## config.mk

```make
export PLATFORM = sky130hd
export DESIGN_NAME = regfile_write_arbiter
export DESIGN_NICKNAME = d
export VERILOG_FILES = /design/src/rtl/regfile_write_arbiter.sv
export SDC_FILE = /design/constraint.sdc
export NUM_CORES = 1
export LEC_CHECK = 0
export ABC_AREA = 1
export CORE_MARGIN = 1
export CORE_UTILIZATION = 47
export CTS_BUF_LIST = sky130_fd_sc_hd__clkbuf_4
export DETAILED_ROUTE_END_ITERATION = 6
export GPL_ROUTABILITY_DRIVEN = 1
export PLACE_DENSITY = 0.88
export SETUP_SLACK_MARGIN = 0.3
export SLEW_MARGIN = 20
export SYNTH_ARGS = -nofsm -noshare
export SYNTH_HDL_FRONTEND = slang
export SYNTH_SLANG_ARGS = --single-unit
```

## constraint.sdc

```tcl
create_clock -name clock -period 4.23 [get_ports clock]
set_input_delay 0.846 -clock clock [delete_from_list [all_inputs] [get_ports clock]]
set_output_delay 0.846 -clock clock [all_outputs]
set_load 0.005 [all_outputs]
```

## src/rtl/regfile_write_arbiter.sv

```systemverilog
// regfile_write_arbiter: owns the single write port of the 32 x 32-bit
// register file. After reset, or when asked, it writes zero to registers
// 1..31 one per cycle. It then shares the port between two writeback
// requesters with round-robin valid/ready arbitration. Read addresses that
// hit the write currently presented to the regfile are flagged as hazards.
module regfile_write_arbiter #(
  parameter int REG_W  = 5,
  parameter int DATA_W = 32
) (
  input  logic              clock,
  input  logic              ctrl_reset,
  input  logic              ctrl_clear,
  input  logic              req0_valid,
  input  logic [REG_W-1:0]  req0_reg,
  input  logic [DATA_W-1:0] req0_data,
  input  logic              req1_valid,
  input  logic [REG_W-1:0]  req1_reg,
  input  logic [DATA_W-1:0] req1_data,
  output logic              req0_ready,
  output logic              req1_ready,
  output logic              ctrl_writeEn,
  output logic [REG_W-1:0]  ctrl_writeReg,
  output logic [DATA_W-1:0] data_writeReg,
  input  logic [REG_W-1:0]  ctrl_readRegA,
  input  logic [REG_W-1:0]  ctrl_readRegB,
  output logic              hazardA,
  output logic              hazardB,
  output logic              init_done
);

  localparam logic [0:0] ST_CLEAR = 1'b0;
  localparam logic [0:0] ST_ARB   = 1'b1;

  localparam logic [REG_W-1:0] IDX_ONE  = {{(REG_W-1){1'b0}}, 1'b1};
  localparam logic [REG_W-1:0] IDX_LAST = {REG_W{1'b1}};

  logic [0:0]        state_q,      state_d;
  logic [REG_W-1:0]  idx_q,        idx_d;
  // Last requester served: 0 = req0, 1 = req1.
  logic              last_grant_q, last_grant_d;
  logic              init_done_q,  init_done_d;
  logic              we_q,         we_d;
  logic [REG_W-1:0]  wreg_q,       wreg_d;
  logic [DATA_W-1:0] wdata_q,      wdata_d;

  logic grant0;
  logic grant1;

  // Round-robin grant from the live request lines; nothing is granted
  // while zeroing or in the cycle a clear is requested.
  always_comb begin
    // NOTE: every combinational output gets a default first so no path
    // through the block leaves it unassigned, which would infer a latch.
    grant0 = 1'b0;
    grant1 = 1'b0;
    if (state_q == ST_ARB && !ctrl_clear) begin
      if (req0_valid && req1_valid) begin
        if (last_grant_q) grant0 = 1'b1;
        else              grant1 = 1'b1;
      end else begin
        grant0 = req0_valid;
        grant1 = req1_valid;
      end
    end
  end

  assign req0_ready = grant0;
  assign req1_ready = grant1;

  // Next-state logic: zeroing walk in CLEAR, handshake capture in ARB.
  always_comb begin
    state_d      = state_q;
    idx_d        = idx_q;
    last_grant_d = last_grant_q;
    init_done_d  = init_done_q;
    we_d         = 1'b0;
    wreg_d       = wreg_q;
    wdata_d      = wdata_q;

    case (state_q)
      ST_CLEAR: begin
        // ctrl_clear has no effect here; the walk always runs to the end.
        we_d    = 1'b1;
        wreg_d  = idx_q;
        wdata_d = '0;
        idx_d   = idx_q + IDX_ONE;
        if (idx_q == IDX_LAST) begin
          state_d     = ST_ARB;
          init_done_d = 1'b1;
        end
      end
      ST_ARB: begin
        if (ctrl_clear) begin
          state_d     = ST_CLEAR;
          idx_d       = IDX_ONE;
          init_done_d = 1'b0;
        end else if (grant0) begin
          // Register 0 is hardwired: the handshake completes, the write is dropped.
          wreg_d       = req0_reg;
          wdata_d      = req0_data;
          we_d         = (req0_reg != '0);
          last_grant_d = 1'b0;
        end else if (grant1) begin
          wreg_d       = req1_reg;
          wdata_d      = req1_data;
          we_d         = (req1_reg != '0);
          last_grant_d = 1'b1;
        end
      end
      default: begin
        state_d     = ST_CLEAR;
        idx_d       = IDX_ONE;
        init_done_d = 1'b0;
      end
    endcase
  end

  // State and regfile-port registers; reset aborts any walk or pending write.
  always_ff @(posedge clock or negedge ctrl_reset) begin
    if (!ctrl_reset) begin
      state_q      <= ST_CLEAR;
      idx_q        <= IDX_ONE;
      last_grant_q <= 1'b1;
      init_done_q  <= 1'b0;
      we_q         <= 1'b0;
      wreg_q       <= '0;
      wdata_q      <= '0;
    end else begin
      // NOTE: non-blocking assignments so every register samples the
      // values from before this edge, independent of statement order.
      state_q      <= state_d;
      idx_q        <= idx_d;
      last_grant_q <= last_grant_d;
      init_done_q  <= init_done_d;
      we_q         <= we_d;
      wreg_q       <= wreg_d;
      wdata_q      <= wdata_d;
    end
  end

  assign ctrl_writeEn  = we_q;
  assign ctrl_writeReg = wreg_q;
  assign data_writeReg = wdata_q;
  assign init_done     = init_done_q;

  // A read of a register whose write is presented this cycle sees stale
  // data from the array; register 0 never hazards since it never changes.
  assign hazardA = we_q & (ctrl_readRegA == wreg_q) & (ctrl_readRegA != '0);
  assign hazardB = we_q & (ctrl_readRegB == wreg_q) & (ctrl_readRegB != '0);

endmodule

```

### Word-level counts from Yosys, hierarchy flattened

Index checks and enable logic that the tools add are counted.

| word-level totals | value |
|---|---|
| register bits | 46 |
| latch bits | 0 |
| bits in writable memories | 0 |
| bits in read-only memories | 0 |
| output and inout bits | 43 |
| memories | 0 |

| operators by class | value |
|---|---|
| add/subtract/negate cells | 1 |
| $mul | 0 |
| divide/modulo/power cells | 0 |
| magnitude comparators | 0 |
| equal/unequal tests | 7 |
| shifts and indexed selects | 0 |
| muxes and demuxes | 28 |
| bitwise operators | 6 |
| reduce and logical (&&, ||, !) cells | 11 |

Operator list:

| cell | number |
|---|---|
| $mux 32 | 3 |
| $pmux 32 s2 | 1 |
| $mux 5 | 4 |
| $pmux 5 s2 | 2 |
| $reduce_bool 5->1 | 4 |
| $mux 1 | 15 |
| $eq 5x5->1 | 2 |
| $ne 2x2->1 const B | 3 |
| $pmux 1 s2 | 3 |
| $add 5x1->5 const B | 1 |
| $eq 5x5->1 const B | 1 |
| $and 1x1->1 | 4 |
| $reduce_and 2->1 | 2 |
| $ne 3x3->1 const B | 1 |
| $reduce_and 3->1 | 1 |
| $logic_and 1x1->1 | 2 |
| $not 1->1 | 2 |
| $reduce_bool 2->1 | 1 |
| $logic_not 1->1 | 1 |

### Depth between registers and ports, before layout

| logic depth | value |
|---|---|
| depth in word-level cells | 7 |
| gate-level depth with buffers | 8 |
| gate-level depth less buffers | 7 |

### Least setup slack after synthesis

Ideal clock, no wire load.

| path | value |
|---|---|
| kind | input port to output port |
| start point | input ctrl_clear |
| end point | output req0_ready |
| arrival time | 1.257 ns |
| data required time | 3.384 ns |
| path slack | 2.127 ns |
| cell stages on the path | 4 |
| buffers on the path | 1 |
| cell sequence | nor2_4 nand3_2 buf_4 inv_2 |

| between the ends | value |
|---|---|
| cells in the longest elaborated chain, start to end | 3 |

Ends and longest elaborated chain:

| what | line | source |
|---|---|---|
| start, declared | 12 | `input logic ctrl_clear,` |
| $logic_not 1->1 | 56 | `if (state_q == ST_ARB && !ctrl_clear) begin` |
| $logic_and 1x1->1 | 56 |  |
| $mux 1 | 56 |  |
| end, declared | 19 | `output logic req0_ready,` |

Every way passes these cells.

### Worst setup path in the final report

| path | value |
|---|---|
| start point | input req0_valid |
| end point | output req0_ready |

| between the ends | value |
|---|---|
| cells in the longest elaborated chain, start to end | 3 |

Ends and longest elaborated chain:

| what | line | source |
|---|---|---|
| start, declared | 13 | `input logic req0_valid,` |
| $logic_and 1x1->1 | 57 | `if (req0_valid && req1_valid) begin` |
| $mux 1 (*) | 57 |  |
| $mux 1 (*) | 56 |  |

Mark *: on every way between the ends. The rest lies on a longest branch, timed or not.

==> flow_metrics.env <==
export IMPL_cts_resized=0
export IMPL_fmax_mhz=307
export IMPL_internal_power_uw=877
export IMPL_path_max_fanout=40
export IMPL_end_kind="primary output"
export IMPL_area_growth_pct=42.7
export IMPL_regArea_um2=1150
export IMPL_cp_start_kind="input port"
export IMPL_fill_cells=532
export IMPL_die_w_um=82.8
export IMPL_preCtsSetupSlack_ns=0.995
export IMPL_grt_total_usage=0.247
export IMPL_r2r_slack_ns=2.42
export IMPL_htreeDepth=2
export IMPL_async_flop_share=1.00
export IMPL_crit_start="req0_valid"
export IMPL_antenna_found_initial=0
export IMPL_p_leak_nw=2.36
export IMPL_vias=3170
export IMPL_rr_worst_depth=6
export IMPL_synth_edf_count=0
export IMPL_final_nets=649
export IMPL_whs_ns=0.474
export IMPL_synth_nets=530
export IMPL_netlist_area_um2=3070
export IMPL_routed_via_density=4.98
export IMPL_timing_final_crit_share=0.769
export IMPL_dr_pass1_iters=5
export IMPL_ys_warn_count=0
export IMPL_routed_wirelength_um=8240
export IMPL_yosysSeqAreaShare=0.376
export IMPL_fin_worst_skew_ns=0.0101
export IMPL_ios=132
export IMPL_slowest_delay_ns=0.49
export IMPL_cts_tree="yes"
export IMPL_p_comb_frac=0.438
export IMPL_drt_antenna_violating_nets=0
export IMPL_final_hold_viol_count=0
export IMPL_dp_hpwl_um=5840
export IMPL_cpMaxStageDelayCell="clkdlybuf4s50_1"
export IMPL_first_global_vias=3009
export IMPL_net_switching_power_uw=551
export IMPL_synthTopCellsByArea="dfrtp_1 (36%), nand2_1 (13%), inv_1 (12%)"
export IMPL_synth_avg_cell_area_um2=6.99
export IMPL_io_buffers=131
export IMPL_core_um2=6310
export IMPL_routabilityCongestion=0.849
export IMPL_postCtsSetupRepairBufs=0
export IMPL_worstMarginPinSlew_ns=0.587
export IMPL_die_area_um2=6860
export IMPL_diodes=0
export IMPL_path_class="in -> out"
export IMPL_drc_errors=0
export IMPL_grt_overflow_total=0
export IMPL_worstPathArrival_ns=2.41
export IMPL_endpoint="req0_ready"
export IMPL_pwr_share_seq=0.421
export IMPL_crit_chain="clkdlybuf4s50_1, buf_4, nand3_2, inv_2, clkdlybuf4s50_1"
export IMPL_hp_class="in -> async"
export IMPL_synth_area_leader_cell="dfrtp_1"
export IMPL_clkPwrFrac=0.141
export IMPL_path_clk_slew_ns=0.13
export IMPL_grt_max_degree=47
export IMPL_swShare=0.386
export IMPL_yosysMostFrequentCell="nand2_1"
export IMPL_path_common_cell="clkdlybuf4s50_1"
export IMPL_reg2reg_to="data_writeReg[27]"
export IMPL_cts_hold_buf=0
export IMPL_fin_ws_ns=0.976
export IMPL_fin_setup_tns_ns=0
export IMPL_setup_viol=0
export IMPL_rows=29
export IMPL_r2r_start="state_q"
export IMPL_drtIter0Drc=160
export IMPL_synth_seq_cells=46
export IMPL_clock_latency_ns=0.36
export IMPL_wl_per_cell_um=13.0
export IMPL_drive_above_1_share=0.106
export IMPL_grt_first_pass_wirelength_um=13900
export IMPL_clk_path_buf_depth=2
export IMPL_post_route_util=0.694
export IMPL_yosysUniqueCellTypes=25
export IMPL_slew_headroom=0.609
export IMPL_peakVddDrop_mv=0.278
export IMPL_cts_buffers=5
export IMPL_die_h_um=82.8
export IMPL_status="finished clean"
export IMPL_cap_violations=0
export IMPL_cts_sinks=46
export IMPL_clockRootBuffer="clkbuf_4"
export IMPL_power_density_nw_per_um2=326
export IMPL_rsz0062_at_grt="no"
export IMPL_finalMaxSlewViolations=0
export IMPL_synth_top_area_frac=0.359
export IMPL_crit_required_ns=3.38
export IMPL_synthTopCellsByCount="nand2_1 (109), inv_1 (95), dfrtp_1 (44)"
export IMPL_synthCells=439
export IMPL_start_util=0.486
export IMPL_multiInputGateArea_um2=1370
export IMPL_fin_crit_ns=3.25
export IMPL_synth_main_ff_cell="dfrtp_1"
-- area by class of cell --
cell class / instances / share of cell area
clock inverters: 3 / 0.00257
inverters: 99 / 0.0854
well taps: 77 / 0.0220
clock buffers: 5 / 0.00856
flip-flops and latches: 46 / 0.263
repair buffers: 135 / 0.305
multi-input cells: 271 / 0.313
-- metal layers --
layer | track usage | vias up | routed length, um | share of wire
li1 | - | 1578 | - | -
met1 | 0.299 | 1452 | 3340 | 0.40
met2 | 0.443 | 131 | 4220 | 0.51
met3 | 0.0596 | 9 | 616 | 0.075
met4 | 0.0549 | 0 | 70 | 0.0085
met5 | 0 | - | 0 | 0
-- per-stage QoR --
| step | area [um^2] | cells | total power [mW] |
|---|---|---|---|
| floorplan | 3070 | 439 | 0.968 |
| global placement | 4330 | 628 | 1.21 |
| detailed placement | 4330 | 628 | 1.23 |
| CTS | 4380 | 636 | 1.43 |
| global route | 4380 | 636 | 1.53 |
| finish | 4380 | 636 | 1.43 |
-- state kept, by name, summed over array words and instances (netlist names) --
name,cells
last_grant_q,1
state_q,1
init_done,1
idx_q,5
ctrl_writeEn,1
ctrl_writeReg,5
data_writeReg,32
-- power by group through the flow --
stage	clock (mW)	sequential [mW]	combinational, mW
floorplan	0	0.595	0.373
global placement	0	0.603	0.605
detailed placement	0	0.608	0.626
CTS	0.205	0.600	0.628
global route	0.220	0.614	0.700
finish	0.201	0.601	0.626
-- kinds of logic after synthesis --
logic type,Yosys count,synth area share
flops,46,0.376
simple gates,258,0.418
fa+ha+maj,2,0.00815
compound gates,9,0.0151
xor+xnor,2,0.00571
buf+inv,122,0.178
-- cell usage in the layout, fill, tap and decap left out --
cell type and instances:
a21oi_1 3, buf_4 5, clkbuf_4 5, clkdlybuf4s50_1 130
clkinv_1 3, dfrtp_1 44, dfstp_2 2, ha_1 2
inv_1 95, inv_2 3, inv_4 1, nand2_1 109
nand2_2 30, nand2_4 1, nand3_1 36, nand3_2 9
nand3_4 2, nand4_1 37, nor2_1 31, nor2_4 1
nor3_1 2, o21ai_0 5, o22ai_1 1, xor2_1 2
-- worst max-delay path, delay by kind of cell --
family / cells / cell delay [ns]
simple gates: 1 / 0.14
buf+inv: 4 / 1.41
-- worst min path at each step --
| stage | slack [ns] | depth (start not counted) | end | from |
|---|---|---|---|---|
| final | 0.47 | 1 | data_writeReg[20] | ctrl_reset |
| after global routing | 0.50 | 1 | data_writeReg[20] | ctrl_reset |
| after CTS | 0.51 | 2 | data_writeReg[29] | data_writeReg[29] |
| after detailed placement | 0.47 | 2 | data_writeReg[29] | data_writeReg[29] |
| after global placement | 0.46 | 2 | data_writeReg[30] | data_writeReg[30] |
| after floorplan | 0.46 | 1 | idx_q[3] | idx_q[3] |
(Power assumes the default switching activity.)
